File: config.mk
export PLATFORM = sky130hd
export DESIGN_NAME = trap_sequencer
export DESIGN_NICKNAME = d
export VERILOG_FILES = /design/src/rtl/core_pkg.sv /design/src/rtl/trap_sequencer.sv
export SDC_FILE = /design/constraint.sdc
export NUM_CORES = 1
export LEC_CHECK = 0
export CAP_MARGIN = 20
export CORE_UTILIZATION = 36
export DETAILED_ROUTE_END_ITERATION = 16
export DONT_BUFFER_PORTS = 1
export PLACE_DENSITY = 0.5
export SLEW_MARGIN = 20
export SYNTH_ARGS = -nofsm -noshare
export SYNTH_HDL_FRONTEND = slang
export SYNTH_SLANG_ARGS = --single-unit
File: constraint.sdc
create_clock -name clk_i -period 11.9 [get_ports clk_i]
set_input_delay 2.38 -clock clk_i [delete_from_list [all_inputs] [get_ports clk_i]]
set_output_delay 2.38 -clock clk_i [all_outputs]
set_load 0.01 [all_outputs]
File: src/rtl/core_pkg.sv
// Shared trap-sequencing types, mstatus field positions and the mstatus
// rewrite helpers used on trap entry and MRET.
package core_pkg;

  typedef enum logic [1:0] {
    ST_IDLE     = 2'd0,
    ST_DRAIN    = 2'd1,
    ST_SAVE     = 2'd2,
    ST_REDIRECT = 2'd3
  } trap_state_e;

  typedef enum logic [1:0] {
    KIND_EXC  = 2'd0,
    KIND_IRQ  = 2'd1,
    KIND_MRET = 2'd2
  } trap_kind_e;

  localparam int unsigned MSTATUS_MIE_BIT  = 3;
  localparam int unsigned MSTATUS_MPIE_BIT = 7;
  localparam int unsigned MSTATUS_MPP_LSB  = 11;
  localparam logic [1:0]  PRIV_M           = 2'b11;

  // Trap entry: stash MIE in MPIE, disable interrupts, record M-mode as prior.
  function automatic logic [31:0] trap_mstatus(input logic [31:0] m);
    logic [31:0] r;
    r = m;
    r[MSTATUS_MPIE_BIT] = m[MSTATUS_MIE_BIT];
    r[MSTATUS_MIE_BIT]  = 1'b0;
    r[MSTATUS_MPP_LSB +: 2] = PRIV_M;
    return r;
  endfunction

  // MRET: restore MIE from MPIE and re-arm MPIE.
  function automatic logic [31:0] mret_mstatus(input logic [31:0] m);
    logic [31:0] r;
    r = m;
    r[MSTATUS_MIE_BIT]  = m[MSTATUS_MPIE_BIT];
    r[MSTATUS_MPIE_BIT] = 1'b1;
    r[MSTATUS_MPP_LSB +: 2] = PRIV_M;
    return r;
  endfunction

endpackage

File: src/rtl/trap_sequencer.sv
// Trap entry/exit sequencer: accepts exception/MRET/interrupt, drains the
// pipe, writes mepc/mcause/mstatus, then issues one redirect with flush.
module trap_sequencer
  import core_pkg::*;
#(
  parameter int unsigned DRAIN_CYCLES = 3
) (
  input  logic        clk_i,
  input  logic        rst_i,
  input  logic        irq_valid_i,
  input  logic [31:0] irq_handler_i,
  input  logic [31:0] irq_cause_i,
  input  logic [31:0] irq_epc_i,
  input  logic        exc_valid_i,
  input  logic [31:0] exc_cause_i,
  input  logic [31:0] exc_pc_i,
  input  logic        mret_i,
  input  logic [31:0] mtvec_i,
  input  logic [31:0] mepc_i,
  input  logic [31:0] mstatus_i,
  input  logic        pipe_idle_i,
  output logic        stall_o,
  output logic        flush_o,
  output logic        redirect_valid_o,
  output logic [31:0] redirect_pc_o,
  output logic        mepc_we_o,
  output logic [31:0] mepc_o,
  output logic        mcause_we_o,
  output logic [31:0] mcause_o,
  output logic        mstatus_we_o,
  output logic [31:0] mstatus_o,
  output logic        trap_active_o
);

  localparam logic [3:0] DRAIN_LOAD = 4'(DRAIN_CYCLES - 1);

  trap_state_e state_q, state_d;
  trap_kind_e  kind_q, kind_d;
  logic [31:0] cause_q, cause_d, epc_q, epc_d, target_q, target_d;
  logic [3:0]  cnt_q, cnt_d;

  logic        stall_d, flush_d, redir_d, mepc_we_d, mcause_we_d, mstatus_we_d;
  logic [31:0] pc_d, mepc_d, mcause_d, mstatus_d;

  always_comb begin
    state_d      = state_q;
    kind_d       = kind_q;
    cause_d      = cause_q;
    epc_d        = epc_q;
    target_d     = target_q;
    cnt_d        = cnt_q;
    stall_d      = 1'b0;
    flush_d      = 1'b0;
    redir_d      = 1'b0;
    pc_d         = '0;
    mepc_we_d    = 1'b0;
    mepc_d       = '0;
    mcause_we_d  = 1'b0;
    mcause_d     = '0;
    mstatus_we_d = 1'b0;
    mstatus_d    = '0;

    unique case (state_q)
      ST_IDLE: begin
        if (exc_valid_i) begin
          kind_d   = KIND_EXC;
          target_d = {mtvec_i[31:2], 2'b00};
          epc_d    = exc_pc_i;
          cause_d  = exc_cause_i;
          cnt_d    = DRAIN_LOAD;
          state_d  = ST_DRAIN;
        end else if (mret_i) begin
          kind_d   = KIND_MRET;
          target_d = mepc_i;
          state_d  = ST_REDIRECT;
        end else if (irq_valid_i) begin
          kind_d   = KIND_IRQ;
          target_d = irq_handler_i;
          epc_d    = irq_epc_i;
          cause_d  = irq_cause_i;
          cnt_d    = DRAIN_LOAD;
          state_d  = ST_DRAIN;
        end
      end
      ST_DRAIN: begin
        // Minimum dwell is enforced by the counter; the idle wait has no timeout.
        if (cnt_q == 4'd0) begin
          if (pipe_idle_i) state_d = ST_SAVE;
        end else begin
          cnt_d = cnt_q - 4'd1;
        end
      end
      ST_SAVE:     state_d = ST_REDIRECT;
      ST_REDIRECT: state_d = ST_IDLE;
      default:     state_d = ST_IDLE;
    endcase

    // Outputs are registered, so they are derived from the state being entered.
    stall_d = (state_d != ST_IDLE);
    if (state_d == ST_SAVE) begin
      mepc_we_d    = 1'b1;
      mepc_d       = {epc_d[31:2], 2'b00};
      mcause_we_d  = 1'b1;
      mcause_d     = cause_d;
      mstatus_we_d = 1'b1;
      mstatus_d    = trap_mstatus(mstatus_i);
    end
    if (state_d == ST_REDIRECT) begin
      redir_d = 1'b1;
      flush_d = 1'b1;
      pc_d    = target_d;
      if (kind_d == KIND_MRET) begin
        mstatus_we_d = 1'b1;
        mstatus_d    = mret_mstatus(mstatus_i);
      end
    end
  end

  always_ff @(posedge clk_i or posedge rst_i) begin
    if (rst_i) begin
      state_q          <= ST_IDLE;
      kind_q           <= KIND_EXC;
      cause_q          <= '0;
      epc_q            <= '0;
      target_q         <= '0;
      cnt_q            <= '0;
      stall_o          <= 1'b0;
      flush_o          <= 1'b0;
      redirect_valid_o <= 1'b0;
      redirect_pc_o    <= '0;
      mepc_we_o        <= 1'b0;
      mepc_o           <= '0;
      mcause_we_o      <= 1'b0;
      mcause_o         <= '0;
      mstatus_we_o     <= 1'b0;
      mstatus_o        <= '0;
      trap_active_o    <= 1'b0;
    end else begin
      state_q          <= state_d;
      kind_q           <= kind_d;
      cause_q          <= cause_d;
      epc_q            <= epc_d;
      target_q         <= target_d;
      cnt_q            <= cnt_d;
      stall_o          <= stall_d;
      flush_o          <= flush_d;
      redirect_valid_o <= redir_d;
      redirect_pc_o    <= pc_d;
      mepc_we_o        <= mepc_we_d;
      mepc_o           <= mepc_d;
      mcause_we_o      <= mcause_we_d;
      mcause_o         <= mcause_d;
      mstatus_we_o     <= mstatus_we_d;
      mstatus_o        <= mstatus_d;
      trap_active_o    <= (state_d != ST_IDLE);
    end
  end

endmodule

Word level (Yosys, flattened, before mapping)
Index checks and enable logic that the tools add are counted.

Register bits after elaboration: 236. Bits in latches: 0. Memory bits (writable): 0. Bits in read-only memories: 0. Input port bits: 262. Output and inout bits: 135. Word-level logic and storage cells: 70. Memories kept: 0.

$add $sub $neg: 1. $mul: 0. Divide/modulo/power cells: 0. $lt $le $gt $ge: 0. Equal/unequal tests: 10. Shift-type cells: 0. Muxes and demuxes: 37. Bitwise operators: 0. Reductions and logical operators: 7.

Operators with widths (count): 32-bit 2-to-1 mux (18); 2-bit 2-to-1 mux (9); 4-bit 2-to-1 mux (4); 2-bit == test, second input constant (5); 2-bit one-hot mux with 4 select lines (1); 4-bit one-hot mux with 2 select lines (1); 3-bit inequality test, second input constant (2); 2-bit nonzero test (3); 4-bit logical NOT (1); 1-bit 2-to-1 mux (4); 2-bit inequality test, second input constant (2); 4-bit AND reduction (1); 4-bit by 1-bit subtractor with 4-bit output, second input constant (1); 3-bit AND reduction (1); 2-bit by 1-bit == test with 1-bit output, second input constant (1); 2-bit logical NOT (1).

Logic depth before layout (Yosys ltp)
Gate-level depths: netlist of run 1.

Depth in word-level cells: 8. Depth in mapped cells: 10. Gate-level depth less buffers: 7.

Worst setup path before layout of run 1
No wires, ideal clock.

Kind: input to register. Start point: input exc_valid_i. End point: register mstatus_o[10]. Setup time: 0.119 ns. Arrival: 3.443 ns. Required time: 11.781 ns. Slack: 8.338 ns. Stages on the path: 7. Buffers on the path: 3. Cell sequence: buf_2 -> nor3b_1 -> a211o_1 -> a21o_1 -> buf_2 -> buf_6 -> and2_1.

Elaborated cells on any way between the ends: 10. Those cells by class: eq/ne: 3; mux: 7.

RTL lines: from (decl) (RTL line trap_sequencer.sv:14) `input logic exc_valid_i,`; 2-bit 2-to-1 mux (RTL line trap_sequencer.sv:65) `if (exc_valid_i) begin`; 2-bit 2-to-1 mux (RTL line trap_sequencer.sv:63) `unique case (state_q)`; named net kind_d[1] (RTL line trap_sequencer.sv:38) `trap_kind_e kind_q, kind_d;`; 2-bit == test (RTL line trap_sequencer.sv:112) `if (kind_d == KIND_MRET) begin`; 32-bit 2-to-1 mux (RTL line trap_sequencer.sv:112); 32-bit 2-to-1 mux (RTL line trap_sequencer.sv:108) `if (state_d == ST_REDIRECT) begin`; named net mstatus_d[10] (RTL line trap_sequencer.sv:43) `logic [31:0] pc_d, mepc_d, mcause_d, mstatus_d;`; to (signal assigned) (RTL line trap_sequencer.sv:154) `mstatus_o <= mstatus_d;`; to (decl) (RTL line trap_sequencer.sv:31) `output logic [31:0] mstatus_o,`.

The timed path passes the listed nets, and every way through them passes these cells. A chain may end at the register's enable or synchronous reset.

==> results of run 1 <==
layout make-up:
| cell class | instances | area share |
|---|---|---|
| Multi-Input combinational cell | 484 | 0.309 |
| Tap cell | 330 | 0.0398 |
| Inverter | 7 | 0.00325 |
| Clock buffer | 37 | 0.0726 |
| Clock inverter | 11 | 0.0134 |
| Timing Repair Buffer | 10 | 0.00723 |
| Sequential cell | 230 | 0.554 |
state kept, by name (all words and copies together) (netlist names):
register,flops
cause_q,32
cnt_q,4
epc_q,30
kind_q,2
mcause_o,32
mcause_we_o,1
mepc_o,30
mstatus_o,30
mstatus_we_o,1
redirect_pc_o,32
redirect_valid_o,1
state_q,2
target_q,32
trap_active_o,1
worst reg2reg max path, stage by stage, from the launching register on:
cell and delay (ns):
sky130_fd_sc_hd__dfrtp_1 0.52, sky130_fd_sc_hd__or2_4 0.52, sky130_fd_sc_hd__buf_4 0.69, sky130_fd_sc_hd__nor2_4 0.08, sky130_fd_sc_hd__buf_4 0.34, sky130_fd_sc_hd__a22oi_1 0.31
sky130_fd_sc_hd__o21ai_0 0.12
stage by stage:
step	instances	total power, mW
4_1_cts	1109	2.55
3_3_place_gp	1061	1.67
5_1_grt	1109	2.67
2_1_floorplan	804	1.57
3_5_place_dp	1061	1.70
6_report	1109	2.51
report_power, final:
part	internal [mW]	switching [mW]	leakage, nW
logic	0.245	0.255	1.52
clock network	0.506	0.321	0.441
registers	1.01	0.177	2.88
cell usage in the layout, fill, tap and decap left out, types with 9 or more instances in the layout:
cell type,instances
sky130_fd_sc_hd__a21oi_1,33
sky130_fd_sc_hd__a221o_1,30
sky130_fd_sc_hd__a22oi_1,123
sky130_fd_sc_hd__and2_1,60
sky130_fd_sc_hd__and3_1,62
sky130_fd_sc_hd__buf_4,10
sky130_fd_sc_hd__clkbuf_16,27
sky130_fd_sc_hd__dfrtp_1,230
sky130_fd_sc_hd__nand2_1,38
sky130_fd_sc_hd__nand3b_1,30
sky130_fd_sc_hd__o21ai_0,55
sky130_fd_sc_hd__o21ai_1,9
metal layers:
layer,track usage,vias up
met1,0.234,3213
met5,0,-
met3,0.0579,46
met4,0.0646,0
li1,-,2823
met2,0.324,316
cells by family after synthesis:
group	count (synthesis)	synth area share
other	1	0.000401
adder cells (fa/ha/maj)	2	0.00268
multiplexers	2	0.00228
buffers and inverters	90	0.0446
AO/OA/AOI/OAI	264	0.196
flip-flops	230	0.616
AND/OR/NAND/NOR	214	0.138
how the worst max path moves through the flow:
stage | endpoint | depth (start not counted) | slack [ns] | start
2_1_floorplan | cause_q[0]$_DFF_PP0_ | 1 | 3.22 | rst_i
3_3_place_gp | redirect_pc_o[11]$_DFF_PP0_ | 3 | 7.33 | rst_i
3_5_place_dp | target_q[11]$_DFF_PP0_ | 3 | 7.23 | rst_i
4_1_cts | redirect_pc_o[3]$_DFF_PP0_ | 3 | 7.81 | rst_i
5_1_grt | redirect_pc_o[3]$_DFF_PP0_ | 3 | 7.54 | rst_i
6_report | target_q[4]$_DFF_PP0_ | 3 | 7.93 | rst_i
==> reports/summary.log, run 1 <==
[cts] # Post-CTS Setup Buffers 0
[cts] total number of H-tree levels 1
[placement] pre-CTS setup slack 7.23 ns
[worst_setup_path] slack of the worst reg-to-reg path 9.18 ns
[yosys] top flip-flop cell by instance count after synthesis sky130_fd_sc_hd__dfrtp_1
[hold_path] destination of the worst hold path target_q[0]$_DFF_PP0_
[timing] hold slack 0.502 ns
[die] Starting Density 0.369
[cts] CTS root buf sky130_fd_sc_hd__clkbuf_16
[finish] nets@finish 1023
[hold_path] worst hold start target_q[0]$_DFF_PP0_
[timing] Worst Slack Setup Final 7.93 ns
[worst_setup_path] largest fanout of any net on the critical path 101
[run] MaxCap Viol Count 0
[route] top layer reached by signal wires met4
[route] routed wire length 26500 um
[cts] number of cells upsized or downsized after cts 0
[placement] Routability Congestion 0.845
[yosys] main area contributors after synthesis sky130_fd_sc_hd__dfrtp_1, sky130_fd_sc_hd__a22oi_1, sky130_fd_sc_hd__and3_1
[placement] DP Wirelength 17000 um
[die] row count 58
[route] count of routing violations after the opening detailed-route iteration 555
[worst_setup_path] Top Family by Delay on Critical Path buffers and inverters
[yosys] share of synthesized area occupied by flip-flops and latches 0.616
[worst_setup_path] Critical Path Sink Type async pin
[worst_setup_path] Critical-path top delay cell sky130_fd_sc_hd__buf_4
[die] placeable core region 0.0253 sq mm
[cts] number of clock buffers inserted by TritonCTS 26
[route] routed length on met2 13400 um
[finish] proportion of layout cells with a drive suffix above 1 0.0847
[yosys] Synth area leader sky130_fd_sc_hd__dfrtp_1
[yosys] EDFF count, synth 0
[route] via density per instance 5.77
[die] top-level I/O count 397
[yosys] cell area after synthesis 0.00934 sq mm
[finish] Register Area 0.00576 sq mm
[yosys] async set or reset register ratio after synthesis 1.00
[hold_path] Hold Path Depth 2
[power_and_ir_drop] Leakage Power 4.83 nW
[cts] hold buffer count at cts 0
[worst_setup_path] maximum single-stage delay on the critical path 0.81 ns
[die] DIE AREA 0.0266 sq mm
[yosys] post-synthesis sequential element count 230
[status] result of the run finished, final reports clean
[grt] via count of the first global-routing pass 6641
[timing] final worst-path cycle share 0.333
[timing] total count of max-transition violations in the final report 0
[worst_setup_path] WP data arrival 4.48 ns
[timing] Worst Tran Pin Value 0.894 ns
[power_and_ir_drop] highest ir drop seen on vdd 117 uV
[cts] Worst-Skew Late Latency 0.52 ns
[timing] crit path time final 3.97 ns
[timing] Slew HR 0.404
[die] width of the chip 163 um
[grt] first-pass GRT wire length 39800 um
[yosys] Post-synth top cells sky130_fd_sc_hd__dfrtp_1, sky130_fd_sc_hd__a22oi_1, sky130_fd_sc_hd__and3_1, sky130_fd_sc_hd__and2_1, sky130_fd_sc_hd__o21ai_0
[finish] number of filler cells placed in the layout 2382
[finish] share of the core filled with cells 0.410
[finish] Area growth syn-to-layout 11.1%
[power_and_ir_drop] power per cell area 242 mW/mm^2
[route] detail-routed net length per standard cell 23.9 um
[yosys] dominant cell by count in the synthesized netlist sky130_fd_sc_hd__dfrtp_1
[yosys] gate count of the mapped netlist 803
[worst_setup_path] origin of the critical flop-to-flop path state_q[1]$_DFF_PP0_
[timing] setup clock skew after layout 0.00988 ns
[yosys] synth warn 0
[cts] number of sinks handled by clock tree synthesis 230
[timing] Setup violations, final 0
[worst_setup_path] end of the worst register-to-register path epc_q[17]$_DFF_PP0_
[worst_setup_path] WP data required 12.42 ns
[timing] count of final hold-check violations 0
[worst_setup_path] CP startpoint kind primary input
[worst_setup_path] cell occurring most often along the worst timing path sky130_fd_sc_hd__buf_4
[route] drt drc 0
[die] DIE HEIGHT 163 um
[placement] cell area reported after detailed placement 0.00949 sq mm
[cts] clock tree buffer depth 3
[grt] maximum number of pins on one net before global-route repair 130
[route] number of vias in the routed layout 6398
[worst_setup_path] path type of the worst setup path in -> async
[hold_path] hold crit path type reg -> reg
[grt] Total GRT Usage 0.192
[placement] number of buffer cells added on primary ports 0
[route] met3 wire len 2370 um
[yosys] area share of the largest cell type after synthesis 0.616
[route] number of nets still failing antenna checks after routing 0
[grt] antenna violations before repair 0
[worst_setup_path] Worst Reg2Reg Path Length in Cells 6
[cts] CTS clk-pin slew, worst paths 0.06 ns
[yosys] count of distinct cell types in the synthesized netlist 42
[finish] number of diodes added for antenna fixing 0
[worst_setup_path] critical path cell sequence inv_8, buf_4, buf_4
[route] First-pass DRT Iterations 5
[finish] Post-Layout Inst Area 0.0104 sq mm
[worst_setup_path] critical path buffer and inverter count 3
[timing] maximum achievable frequency 0.252 GHz
[timing] Total Neg Setup Slack 0 ns
[grt] grt ovf 0
[cts] clock tree from TritonCTS yes
[route] wire length the detailed router placed on met1 10100 um
[finish] area occupied by multi-input gates 0.00321 sq mm
[yosys] Mapped Avg Cell Area 11.6 sq um
[timing] RSZ-0062 raised after global routing false
No activity file was read; power rests on OpenSTA's default activity.
==> run 2, diff against run 1 <==
==> constraint.sdc (replaced) <==
create_clock -name clk_i -period 3.75 [get_ports clk_i]
set_input_delay 0.75 -clock clk_i [delete_from_list [all_inputs] [get_ports clk_i]]
set_output_delay 0.75 -clock clk_i [all_outputs]
set_load 0.01 [all_outputs]
==> reports/summary.log, run 2 (synthesis gave the netlist of run 1 again) <==
[status] result of the run finished, final reports clean
[worst_setup_path] Top Family by Delay on Critical Path simple AND/OR/NAND/NOR gates
[timing] final worst-path cycle share 0.608
[timing] Setup violations, final 0
[route] wire length the detailed router placed on met1 10100 um
[worst_setup_path] critical path cell sequence nor2b_4, buf_4, nand2_1, inv_2, a21o_1, and2_1
[route] routed wire length 26200 um
[grt] antenna violations before repair 0
[placement] number of buffer cells added on primary ports 0
[route] via density per instance 5.83
[finish] nets@finish 1027
[placement] DP Wirelength 17100 um
[die] DIE AREA 0.0266 sq mm
[worst_setup_path] Worst Reg2Reg Path Length in Cells 6
[timing] Slew HR 0.434
[timing] RSZ-0062 raised after global routing false
[worst_setup_path] largest fanout of any net on the critical path 64
[route] detail-routed net length per standard cell 23.6 um
[cts] CTS clk-pin slew, worst paths 0.06 ns
[cts] hold buffer count at cts 0
[finish] Area growth syn-to-layout 12.1%
[worst_setup_path] critical path buffer and inverter count 2
[timing] maximum achievable frequency 0.439 GHz
[cts] number of cells upsized or downsized after cts 0
[finish] top library cells by usage in the layout, fill and taps aside sky130_fd_sc_hd__dfrtp_1, sky130_fd_sc_hd__a22oi_1, sky130_fd_sc_hd__and3_1
[worst_setup_path] maximum single-stage delay on the critical path 0.48 ns
[die] top-level I/O count 397
[hold_path] hold crit path type in -> async
[timing] Worst Tran Pin Value 0.847 ns
[route] met3 wire len 2370 um
[finish] number of diodes added for antenna fixing 0
[worst_setup_path] Critical-path top delay cell sky130_fd_sc_hd__dfrtp_1
[route] routed length on met2 13100 um
[route] number of vias in the routed layout 6483
[die] row count 58
[power_and_ir_drop] highest ir drop seen on vdd 355 uV
[power_and_ir_drop] power per cell area 763 mW/mm^2
[timing] count of final hold-check violations 0
[timing] setup clock skew after layout 0.0164 ns
[grt] grt ovf 0
[worst_setup_path] WP data arrival 2.72 ns
[worst_setup_path] path type of the worst setup path reg -> reg
[route] First-pass DRT Iterations 5
[worst_setup_path] origin of the critical flop-to-flop path state_q[0]$_DFF_PP0_
[cts] number of clock buffers inserted by TritonCTS 26
[cts] total number of H-tree levels 1
[run] MaxCap Viol Count 0
[worst_setup_path] slack of the worst reg-to-reg path 1.47 ns
[timing] crit path time final 2.28 ns
[cts] # Post-CTS Setup Buffers 0
[placement] pre-CTS setup slack 1.41 ns
[worst_setup_path] WP data required 4.19 ns
[worst_setup_path] CP startpoint kind flip-flop
[worst_setup_path] Critical Path Sink Type flip-flop
[route] count of routing violations after the opening detailed-route iteration 569
[die] Starting Density 0.369
[grt] Total GRT Usage 0.192
[route] number of nets still failing antenna checks after routing 0
[die] width of the chip 163 um
[cts] CTS root buf sky130_fd_sc_hd__clkbuf_16
[cts] clock tree buffer depth 3
[route] drt drc 0
[cts] number of sinks handled by clock tree synthesis 230
[grt] first-pass GRT wire length 39600 um
[die] DIE HEIGHT 163 um
[cts] Worst-Skew Late Latency 0.51 ns
[grt] via count of the first global-routing pass 6616
[finish] most common cell after layout, fill and taps aside sky130_fd_sc_hd__dfrtp_1
[worst_setup_path] end of the worst register-to-register path mstatus_o[18]$_DFF_PP0_
[cts] clock tree from TritonCTS yes
[finish] proportion of layout cells with a drive suffix above 1 0.0882
[die] placeable core region 0.0253 sq mm
[timing] hold slack 0.113 ns
[placement] Routability Congestion 0.858
[power_and_ir_drop] Leakage Power 4.86 nW
[grt] maximum number of pins on one net before global-route repair 130
[timing] total count of max-transition violations in the final report 0
[route] top layer reached by signal wires met4
[timing] Worst Slack Setup Final 1.47 ns
-- run 2: per-layer routing --
layer  up-vias  track usage
met1      3279        0.242
met3        41       0.0546
met4         0       0.0595
met2       325        0.317
li1       2838            -
met5         -            0
-- run 2: how the worst max path moves through the flow --
stage                    startpoint                       to  slack, ns  cells after the start
6_report       state_q[0]$_DFF_PP0_  mstatus_o[18]$_DFF_PP0_       1.47                      6
3_5_place_dp   state_q[0]$_DFF_PP0_  mstatus_o[18]$_DFF_PP0_       1.41                      6
2_1_floorplan                 rst_i     cause_q[0]$_DFF_PP0_     -0.008                      1
5_1_grt        state_q[0]$_DFF_PP0_  mstatus_o[18]$_DFF_PP0_       1.16                      6
3_3_place_gp   state_q[0]$_DFF_PP0_  mstatus_o[27]$_DFF_PP0_       1.56                      6
4_1_cts        state_q[0]$_DFF_PP0_  mstatus_o[24]$_DFF_PP0_       1.40                      6
-- run 2: power breakdown --
part	switching (mW)	leakage (nW)	internal [mW]	total [mW]
combinational	0.819	1.55	0.791	1.61
clock	1.01	0.437	1.61	2.62
sequential	0.558	2.88	3.20	3.76
-- run 2: area by class of cell --
type / count / area, sq um
clock buffers: 37 / 753
clock inverters: 10 / 138
fillers: 2378 / 14900
inverters: 7 / 30.0
multi-input cells: 484 / 3210
flip-flops and latches: 230 / 5760
well taps: 330 / 413
repair buffers: 14 / 168
-- run 2: through the flow --
step	TNS [ns]	instance area, sq um	std cells	power, mW	utilization
3_5_place_dp	0	9560	1064	5.43	0.377
6_report	0	10500	1112	7.99	0.413
2_1_floorplan	-1.83	9350	804	4.99	-
5_1_grt	0	10500	1112	8.47	0.413
4_1_cts	0	10400	1111	8.08	0.413
3_3_place_gp	0	9560	1064	5.32	0.377
